<file path="src/rtl/memctrl_bist_engine.sv">
// March C- BIST master for MEMCTRL: sequences the six March elements over the SRAM-style
// bus, checks every read against the expected background and latches the first mismatch.
module memctrl_bist_engine #(
  parameter int                ADDR_W   = 16,
  parameter int                DATA_W   = 8,
  parameter logic [ADDR_W-1:0] ADDR_MAX = 16'hFFFF
) (
  input  logic              CLK,
  input  logic              RSTN,
  input  logic              BIST_START,
  output logic              BIST_BUSY,
  output logic              BIST_DONE,
  output logic              BIST_FAIL,
  output logic [ADDR_W-1:0] FAIL_ADDR,
  output logic [DATA_W-1:0] FAIL_DATA,
  output logic [2:0]        FAIL_ELEM,
  output logic [ADDR_W-1:0] ADDR,
  output logic              CE,
  output logic              CSB,
  output logic              WEB,
  output logic              OEB,
  output logic [DATA_W-1:0] IDATA,
  input  logic [DATA_W-1:0] ODATA
);

  typedef enum logic [2:0] {S_IDLE, S_SETUP, S_STROBE, S_RELEASE, S_DONE} state_t;

  state_t            state_reg;
  logic [2:0]        elem_reg;
  logic              op_reg;
  logic [ADDR_W-1:0] addr_reg;

  // Two-op elements are always (read, write); E0 is a lone write, E5 a lone read.
  function automatic logic op_wr(input logic [2:0] e, input logic o);
    case (e)
      3'd0:    op_wr = 1'b1;
      3'd5:    op_wr = 1'b0;
      default: op_wr = o;
    endcase
  endfunction

  function automatic logic op_val(input logic [2:0] e, input logic o);
    case (e)
      3'd1, 3'd3: op_val = o;
      3'd2, 3'd4: op_val = ~o;
      default:    op_val = 1'b0;
    endcase
  endfunction

  function automatic logic is_two_op(input logic [2:0] e);
    is_two_op = (e != 3'd0) && (e != 3'd5);
  endfunction

  function automatic logic is_dn(input logic [2:0] e);
    is_dn = (e == 3'd3) || (e == 3'd4);
  endfunction

  logic              at_end, adv_op, adv_last, go_setup, mismatch;
  logic [2:0]        adv_elem, elem_inc, tgt_elem;
  logic [ADDR_W-1:0] adv_addr, tgt_addr;
  logic              tgt_op, tgt_wr;
  logic [DATA_W-1:0] tgt_data, exp_data;

  always_comb begin
    elem_inc = elem_reg + 3'd1;
    at_end   = is_dn(elem_reg) ? (addr_reg == '0) : (addr_reg == ADDR_MAX);
    adv_elem = elem_reg;
    adv_op   = op_reg;
    adv_addr = addr_reg;
    adv_last = 1'b0;
    if (is_two_op(elem_reg) && !op_reg) begin
      adv_op = 1'b1;
    end else if (!at_end) begin
      adv_op   = 1'b0;
      adv_addr = is_dn(elem_reg) ? addr_reg - ADDR_W'(1) : addr_reg + ADDR_W'(1);
    end else if (elem_reg == 3'd5) begin
      adv_last = 1'b1;
    end else begin
      adv_elem = elem_inc;
      adv_op   = 1'b0;
      adv_addr = is_dn(elem_inc) ? ADDR_MAX : '0;
    end

    exp_data = {DATA_W{op_val(elem_reg, op_reg)}};
    mismatch = (state_reg == S_RELEASE) && !op_wr(elem_reg, op_reg) && (ODATA != exp_data);

    // A start always targets E0/op0/addr 0; otherwise the next op comes from the sequencer.
    go_setup = (((state_reg == S_IDLE) || (state_reg == S_DONE)) && BIST_START) ||
               ((state_reg == S_RELEASE) && !mismatch && !adv_last);
    tgt_elem = (state_reg == S_RELEASE) ? adv_elem : 3'd0;
    tgt_op   = (state_reg == S_RELEASE) ? adv_op   : 1'b0;
    tgt_addr = (state_reg == S_RELEASE) ? adv_addr : '0;
    tgt_wr   = op_wr(tgt_elem, tgt_op);
    tgt_data = {DATA_W{op_val(tgt_elem, tgt_op)}};
  end

  always_ff @(posedge CLK or negedge RSTN) begin
    if (!RSTN) begin
      state_reg <= S_IDLE;
      elem_reg  <= 3'd0;
      op_reg    <= 1'b0;
      addr_reg  <= '0;
      BIST_BUSY <= 1'b0;
      BIST_DONE <= 1'b0;
      BIST_FAIL <= 1'b0;
      FAIL_ADDR <= '0;
      FAIL_DATA <= '0;
      FAIL_ELEM <= 3'd0;
      ADDR      <= '0;
      CE        <= 1'b0;
      CSB       <= 1'b1;
      WEB       <= 1'b1;
      OEB       <= 1'b1;
      IDATA     <= '0;
    end else begin
      case (state_reg)
        S_IDLE, S_DONE: begin
          if (BIST_START) begin
            BIST_BUSY <= 1'b1;
            BIST_DONE <= 1'b0;
            BIST_FAIL <= 1'b0;
            FAIL_ADDR <= '0;
            FAIL_DATA <= '0;
            FAIL_ELEM <= 3'd0;
          end
        end
        S_SETUP: begin
          CE        <= 1'b1;
          state_reg <= S_STROBE;
        end
        S_STROBE: begin
          CE        <= 1'b0;
          CSB       <= 1'b1;
          WEB       <= 1'b1;
          IDATA     <= '0;
          state_reg <= S_RELEASE;
        end
        S_RELEASE: begin
          if (mismatch) begin
            BIST_FAIL <= 1'b1;
            FAIL_ADDR <= addr_reg;
            FAIL_DATA <= ODATA;
            FAIL_ELEM <= elem_reg;
          end
          if (mismatch || adv_last) begin
            BIST_BUSY <= 1'b0;
            BIST_DONE <= 1'b1;
            OEB       <= 1'b1;
            state_reg <= S_DONE;
          end
        end
        default: state_reg <= S_IDLE;
      endcase

      if (go_setup) begin
        state_reg <= S_SETUP;
        elem_reg  <= tgt_elem;
        op_reg    <= tgt_op;
        addr_reg  <= tgt_addr;
        ADDR      <= tgt_addr;
        CSB       <= 1'b0;
        CE        <= 1'b0;
        WEB       <= ~tgt_wr;
        OEB       <= tgt_wr;
        IDATA     <= tgt_wr ? tgt_data : '0;
      end
    end
  end

endmodule

</file>
<file path="config.mk">
export PLATFORM = sky130hd
export DESIGN_NAME = memctrl_bist_engine
export DESIGN_NICKNAME = d
export VERILOG_FILES = /design/src/rtl/memctrl_bist_engine.sv
export SDC_FILE = /design/constraint.sdc
export NUM_CORES = 1
export LEC_CHECK = 0
export ABC_AREA = 1
export ABC_CLOCK_PERIOD_IN_PS = 3200
export BUFFER_PORTS_ARGS = -buffer_cell sky130_fd_sc_hd__buf_2
export CORE_ASPECT_RATIO = 1.5
export CORE_MARGIN = 5
export CORE_UTILIZATION = 45
export CTS_BUF_LIST = sky130_fd_sc_hd__clkbuf_4 sky130_fd_sc_hd__clkbuf_8 sky130_fd_sc_hd__clkbuf_16
export CTS_CLUSTER_SIZE = 24
export DETAILED_ROUTE_END_ITERATION = 12
export PLACE_DENSITY = 0.73
export SETUP_SLACK_MARGIN = 0.02
export SYNTH_ARGS = -nofsm -noshare
export SYNTH_HDL_FRONTEND = slang
export SYNTH_SLANG_ARGS = --single-unit
</file>
<file path="constraint.sdc">
create_clock -name CLK -period 3.2 [get_ports CLK]
set_clock_uncertainty 0.15 [all_clocks]
set_input_delay 0.32 -clock CLK [delete_from_list [all_inputs] [get_ports CLK]]
set_output_delay 0.32 -clock CLK [all_outputs]
set_load 0.03 [all_outputs]
</file>
==> impl_metrics.tcl, run 1 <==
set metrics [dict create \
    worst_pin_slew_ps 1280 \
    maxSlewViolCount 0 \
    antenna-diode-count 0 \
    netlist_area_um2 3720 \
    critPathMaxStageDelay_ps 1000 \
    clk_path_buf_depth 2 \
    nets 608 \
    synth-seq-area-share 0.391 \
    globalplace.congestion 0.923 \
    core_area_um2 8060 \
    final.setup.tns_ps 0 \
    synth_edf_count 0 \
    ys_seq_elements 58 \
    critPathTopFamily "compound AO/OA/AOI/OAI gates" \
    synth_top_area_cell "dfrtp_1" \
    synth.distinct_cells 32 \
    cts.sink_count 58 \
    syn_inst 508 \
    fmax_mhz 341 \
    setup_viol 0 \
    finalCritPeriodShare 0.917 \
    die_area_um2 10200 \
    synth_nets 540 \
    critPathArrivalTime_ps 3040 \
    tritoncts "yes" \
    final_cell_area_um2 4440 \
    drtIter0Drc 181 \
    ctsHoldBuffers 0 \
    synth_fa_ha_area_frac 0.0726 \
    synth.avg_cell_area_um2 7.32 \
    drt_wl_total_um 10300 \
    crit_fanout 14 \
    critPathKind "reg2reg" \
    cts_max_level 3 \
    dp_hpwl_um 7810 \
    die_w_um 84.2 \
    yosys.area_share.simple 0.337 \
    fin_util 0.551 \
    cts_buffers 9 \
    cp-start-kind "flop" \
    grt_pass1_vias 3596 \
    path_buf_inv 2 \
    ys.flop_type "dfrtp_1" \
    antenna_found_initial 0 \
    maxSlewHeadroom 0.147 \
    synth_top_family_by_area "simple AND/OR/NAND/NOR gates" \
    synth_top_area_share 0.370 \
    reg2reg_slack_ps 270 \
    worstSkewPairLatency_ps 320 \
    antenna_left 0 \
    cp_common_cell "nand2_1" \
    syn_to_final_growth_pct 19.3 \
    drive_gt1_frac 0.188 \
    dr.pass1.iters 5 \
    die_h_um 121 \
    hold_path_class "in2async" \
    regArea_um2 1460 \
    root_buffer "clkbuf_16" \
    cp_cell_sequence "inv_1, ha_1, nand2_1, nand2_1, buf_4, nor2_1, nand3_1, nand2_2, a21oi_1, nand3_1, nand2_1" \
    initial_core_util 0.462 \
    placement.io_buffers 68 \
    async_flop_share 1.00 \
    nFillCells 788 \
    grt-ovfl-total 0 \
    endpoint_kind "flop" \
    grt_pass1_wl_um 17300 \
    rsz0062_at_grt "false" \
    synth_area_leaders "dfrtp_1 (37%), nand2_1 (13%), nand3_1 (12%)" \
    max-vdd-ir-drop_uv 412 \
    finalHoldViolCount 11 \
    p_leak_nw 2.51 \
    hold-worst-slack_ps -11.2 \
    cp_slowest_cell "a21oi_1" \
    yosys_warnings 0 \
    violations "hold timing" \
    num_rows 40 \
    worst_ep_required_time_ps 3310 \
    ios 69 \
    grt_max_degree 43 \
    outcome "complete, but fails checks" \
    multi_input_comb_area_um2 1950 \
    p_per_area_nw_per_um2 542 \
    drc_errors 0 \
    placed_area_um2 4140 \
    synth_xor_area_frac 0.00471 \
    vias 3654 \
    wire_per_inst_um 15.0 \
    post-cts-setup-buffer-count 0 \
    synthMuxAreaShare 0 \
    path_clk_slew_ps 50 \
    maxCapViolCount 0 \
    synth-compound-area-share 0.110 \
    grt.total_usage 0.212 \
    via_per_inst 5.33 \
    finalCriticalPeriod_ps 2930 \
    ctsResizeCount 0 \
]
## metal layers
metal	routed length (um)	GRT usage
met1	4170	0.245
met2	5440	0.377
met3	503	0.0408
met4	177	0.0946
met5	0	0
## path summary, 6_finish.rpt
kind,depth (start not counted),startpoint,endpoint
max,11,elem_reg[0]$_DFFE_PN0P_,addr_reg[3]$_DFFE_PN0P_
min,1,RSTN,elem_reg[1]$_DFFE_PN0P_
max reg2reg,11,elem_reg[0]$_DFFE_PN0P_,addr_reg[3]$_DFFE_PN0P_
min reg2reg,2,BIST_BUSY$_DFFE_PN0P_,BIST_BUSY$_DFFE_PN0P_
max in group asynchronous,2,RSTN,addr_reg[11]$_DFFE_PN0P_
min in group CLK,3,ODATA[4],FAIL_DATA[4]$_DFFE_PN0P_
## cell usage after synthesis, types with 2 or more instances
| cell type | number |
|---|---|
| a21oi_1 | 23 |
| o21bai_1 | 4 |
| nand2_2 | 4 |
| nand3_1 | 86 |
| dfrtp_1 | 55 |
| a21o_1 | 4 |
| nor3_1 | 11 |
| nand2_4 | 3 |
| buf_4 | 7 |
| o21ai_0 | 33 |
| xnor2_1 | 2 |
| nand3_2 | 2 |
| nor2_1 | 41 |
| inv_1 | 50 |
| nand4_1 | 7 |
| ha_1 | 20 |
| clkbuf_1 | 9 |
| dfstp_2 | 3 |
| o21ai_1 | 3 |
| nand2_1 | 126 |
| buf_2 | 3 |
| o211ai_1 | 2 |
## worst register-to-register path, cell delays in order, from the launching register on
cell,delay (ps)
dfrtp_1,410
inv_1,170
ha_1,210
nand2_1,80
nand2_1,100
buf_4,160
nor2_1,60
nand3_1,100
nand2_2,140
a21oi_1,1000
nand3_1,190
nand2_1,110
## through the flow
stage	power, W	setup slack (ps)	hold slack [ps]	cells
6_report	0.00241	266	-11.2	686
3_5_place_dp	0.00149	331	308	670
2_1_floorplan	0.00133	582	-126	508
3_3_place_gp	0.00148	439	305	670
4_1_cts	0.00242	308	26.7	686
5_1_grt	0.00254	22.3	89.3	686
## cell type report
| cell class | instances | area share |
|---|---|---|
| Sequential cell | 58 | 0.328 |
| Clock buffer | 16 | 0.0668 |
| Timing Repair Buffer | 77 | 0.0919 |
| Inverter | 52 | 0.0451 |
| Tap cell | 105 | 0.0296 |
| Multi-Input combinational cell | 378 | 0.439 |
## kinds of logic after synthesis
group | after synthesis
adders and majority gates | 21
and+or+nand+nor | 282
xor gates and xnor gates | 2
DFF | 58
buffers and inverters | 72
AOI/OAI and AO/OA | 73
## report_power, final
| part | total, W | leakage [nW] | switching (W) | internal [W] |
|---|---|---|---|---|
| sequential | 0.000857 | 0.789 | 0.0000487 | 0.000808 |
| combinational | 0.000626 | 1.57 | 0.000479 | 0.000147 |
| clock | 0.000924 | 0.151 | 0.000303 | 0.000621 |
| total | 0.00241 | 2.51 | 0.000830 | 0.00158 |
## placed cells by master, fill, tap and decap left out, types with 4 or more instances in the layout
master	n
clkbuf_16	9
a21oi_1	23
clkbuf_4	4
buf_2	68
nand2_2	4
nor2_1	41
dfrtp_1	55
ha_1	20
nand3_1	86
nand2_1	126
inv_1	50
nand4_1	7
nor3_1	11
o21bai_1	4
o21ai_0	33
buf_4	9
a21o_1	4
No activity file was read; power rests on OpenSTA's default activity.
==> run 2, diff against run 1 <==
--- a/config.mk
+++ b/config.mk
@@ -5,7 +5,6 @@
 export SDC_FILE = /design/constraint.sdc
 export NUM_CORES = 1
 export LEC_CHECK = 0
-export ABC_AREA = 1
 export ABC_CLOCK_PERIOD_IN_PS = 3200
 export BUFFER_PORTS_ARGS = -buffer_cell sky130_fd_sc_hd__buf_2
 export CORE_ASPECT_RATIO = 1.5
==> run 2 against run 1 <==
Effect of this change: the flow now finishes without violations; critical path type unchanged; critical endpoint is now addr_reg[12]$_DFFE_PN0P_; non-clock buffer count is 12 higher; design area hardly changed; highest routed layer unchanged; synthesized cell count shrank 21%.
==> impl_metrics.tcl, run 2 <==
set metrics [dict create \
    synth_area_leaders "dfrtp_1 (39%), nand3_1 (7.4%), ha_1 (7.0%)" \
    grt-ovfl-total 0 \
    wire_per_inst_um 17.1 \
    grt_pass1_wl_um 16200 \
    synth-seq-area-share 0.409 \
    antenna_left 0 \
    power.share.clock 0.417 \
    p_int_w 0.00174 \
    drtIter0Drc 249 \
    synth_top_area_cell "dfrtp_1" \
    synth_top_area_share 0.386 \
    dp_hpwl_um 7120 \
    yosys_warnings 0 \
    final_cell_mix "buf_2 (68), nand2_1 (54), dfrtp_1 (53), nand3_1 (53), nor2_1 (21)" \
    drive_gt1_frac 0.278 \
    antenna-diode-count 0 \
    dp_slack_ps 36.7 \
    synth.avg_cell_area_um2 8.91 \
    drt_wl_total_um 9930 \
    drc_errors 0 \
    antenna_found_initial 0 \
    max-vdd-ir-drop_uv 361 \
    cp_slowest_cell "dfrtp_2" \
    finalHoldViolCount 0 \
    syn_inst 400 \
    final.setup.tns_ps 0 \
    cp_cell_sequence "inv_2, ha_2, nand2_2, o21ai_4, inv_2, fa_2, nor2b_4, o31a_1, o211ai_1, a21oi_2, nor3_2, or4_1, a32o_1" \
    die_area_um2 9830 \
    maxSlewViolCount 0 \
    synth_edf_count 0 \
    maxSlewHeadroom 0.343 \
    path_clk_slew_ps 50 \
    finalCriticalPeriod_ps 3090 \
    top_usage_layer "met2" \
    grt_use_met1 0.263 \
    p_leak_nw 2.33 \
    async_flop_share 1.00 \
    fin_util 0.579 \
    grtUsageMet2 0.346 \
    core_area_um2 7660 \
    hold_path_class "in2reg" \
    dr.pass1.iters 5 \
    critPathMaxStageDelay_ps 440 \
    die_h_um 119 \
    die_w_um 82.6 \
    initial_core_util 0.465 \
    synth.top_cells.by_count "dfrtp_1 (55), nand2_1 (55), nand3_1 (53)" \
    root_buffer "clkbuf_16" \
    grt_pass1_vias 3355 \
    clk_path_buf_depth 2 \
    gr-usage-met3 0.0325 \
    pwr-share-seq 0.340 \
    vias 3395 \
    ys.flop_type "dfrtp_1" \
    via_per_inst 5.84 \
    grt_max_degree 37 \
    critPathArrivalTime_ps 3150 \
    grt.total_usage 0.209 \
    synth.distinct_cells 58 \
    layout_setup_ws_ps 115 \
    nets 506 \
    placement.io_buffers 68 \
    syn_to_final_growth_pct 24.6 \
    p_per_area_nw_per_um2 578 \
    netlist_area_um2 3560 \
    critPathKind "reg2reg" \
    worst_ep_required_time_ps 3260 \
    ios 69 \
    globalplace.congestion 0.916 \
    finalCritPeriodShare 0.964 \
    nFillCells 724 \
    fmax_mhz 324 \
    cts.sink_count 58 \
    switchingPower_w 0.000819 \
    worstSkewPairLatency_ps 330 \
    num_rows 39 \
    endpoint_kind "flop" \
    sw_frac_of_total 0.320 \
    synth_nets 432 \
    outcome "finished clean" \
    cp_common_cell "inv_2" \
    cp-start-kind "flop" \
    tritoncts "yes" \
    worst_pin_slew_ps 984 \
    setup_viol 0 \
    combPwrFrac 0.243 \
    cts_buffers 9 \
    mostFrequentLayoutCell "buf_2" \
    cts_max_level 3 \
    ys_seq_elements 58 \
    maxCapViolCount 0 \
    crit_fanout 6 \
]
==> run 2: final cells by class <==
class | instances | area, um2 | share of cell area
sequential | 58 | 1460 | 0.329
inverter | 13 | 48.8 | 0.0110
timing repair buffer | 89 | 513 | 0.116
clock buffer | 12 | 267 | 0.0601
multi-input combinational | 303 | 1950 | 0.440
clock inverter | 4 | 72.6 | 0.0164
tap | 102 | 128 | 0.0288
==> run 2: layer usage <==
layer / vias to the layer above / share of wire
met5: - / 0
met3: 21 / 0.054
met2: 139 / 0.50
li1: 1603 / -
met1: 1632 / 0.41
met4: 0 / 0.027
==> run 2: worst paths after layout <==
check / slack [ps] / depth (start not counted) / endpoint / startpoint
hold / removal: 90 / 3 / FAIL_DATA[2]$_DFFE_PN0P_ / ODATA[2]
min in group asynchronous: 350 / 2 / op_reg$_DFFE_PN0P_ / RSTN
max in group asynchronous: 1680 / 3 / elem_reg[0]$_DFFE_PN0P_ / RSTN
setup / recovery: 110 / 13 / addr_reg[12]$_DFFE_PN0P_ / elem_reg[1]$_DFFE_PN0P_
setup reg to reg: 110 / 13 / addr_reg[12]$_DFFE_PN0P_ / elem_reg[1]$_DFFE_PN0P_
hold reg to reg: 320 / 2 / BIST_FAIL$_DFFE_PN0P_ / BIST_FAIL$_DFFE_PN0P_
==> run 2: power groups by stage <==
stage                     Combinational, W  Clock [W]  Sequential, W
after floorplan                   0.000368          0       0.000942
after global placement            0.000612          0       0.000881
after detailed placement          0.000614          0       0.000883
after CTS                         0.000619    0.00108       0.000872
after global routing              0.000674    0.00112       0.000880
final                             0.000622    0.00107       0.000872
==> run 2: what timing repair did <==
item | in CTS | in global routing
endpoints found under the setup margin | 1 | 7
pin swaps | 0 | 4
hold buffers | 1 | 0
endpoints found under the hold margin | 21 | 0
gates resized for setup | 1 | 9
buffers inserted | 0 | 4
==> run 2: metrics by stage <==
step           std cells  area [um2]  hold WS [ps]  power, W
5_1_grt              581        4440          99.0   0.00267
6_report             581        4440          89.6   0.00256
4_1_cts              577        4380          79.8   0.00257
2_1_floorplan        400        3580          -126   0.00131
3_3_place_gp         560        4030           185   0.00149
3_5_place_dp         560        4030           182   0.00150
==> run 2: cells by family (layout without fill, tap and decap cells) <==
group,count (synthesis),in the layout,share of synthesized area
AO/OA/AOI/OAI,90,90,0.179
XOR/XNOR,7,7,0.0172
adder cells (fa/ha/maj),21,21,0.0759
buffers and inverters,39,118,0.0541
flip-flops,58,58,0.409
multiplexers,8,8,0.0267
AND/OR/NAND/NOR,177,177,0.239
==> run 2: critical path, delay by kind of cell (launching register included) <==
| kind | cells | cell delay, ps |
|---|---|---|
| adders and majority gates | 2 | 610 |
| buffers and inverters | 2 | 160 |
| and+or+nand+nor | 4 | 710 |
| DFF | 1 | 440 |
| AOI/OAI and AO/OA | 5 | 890 |
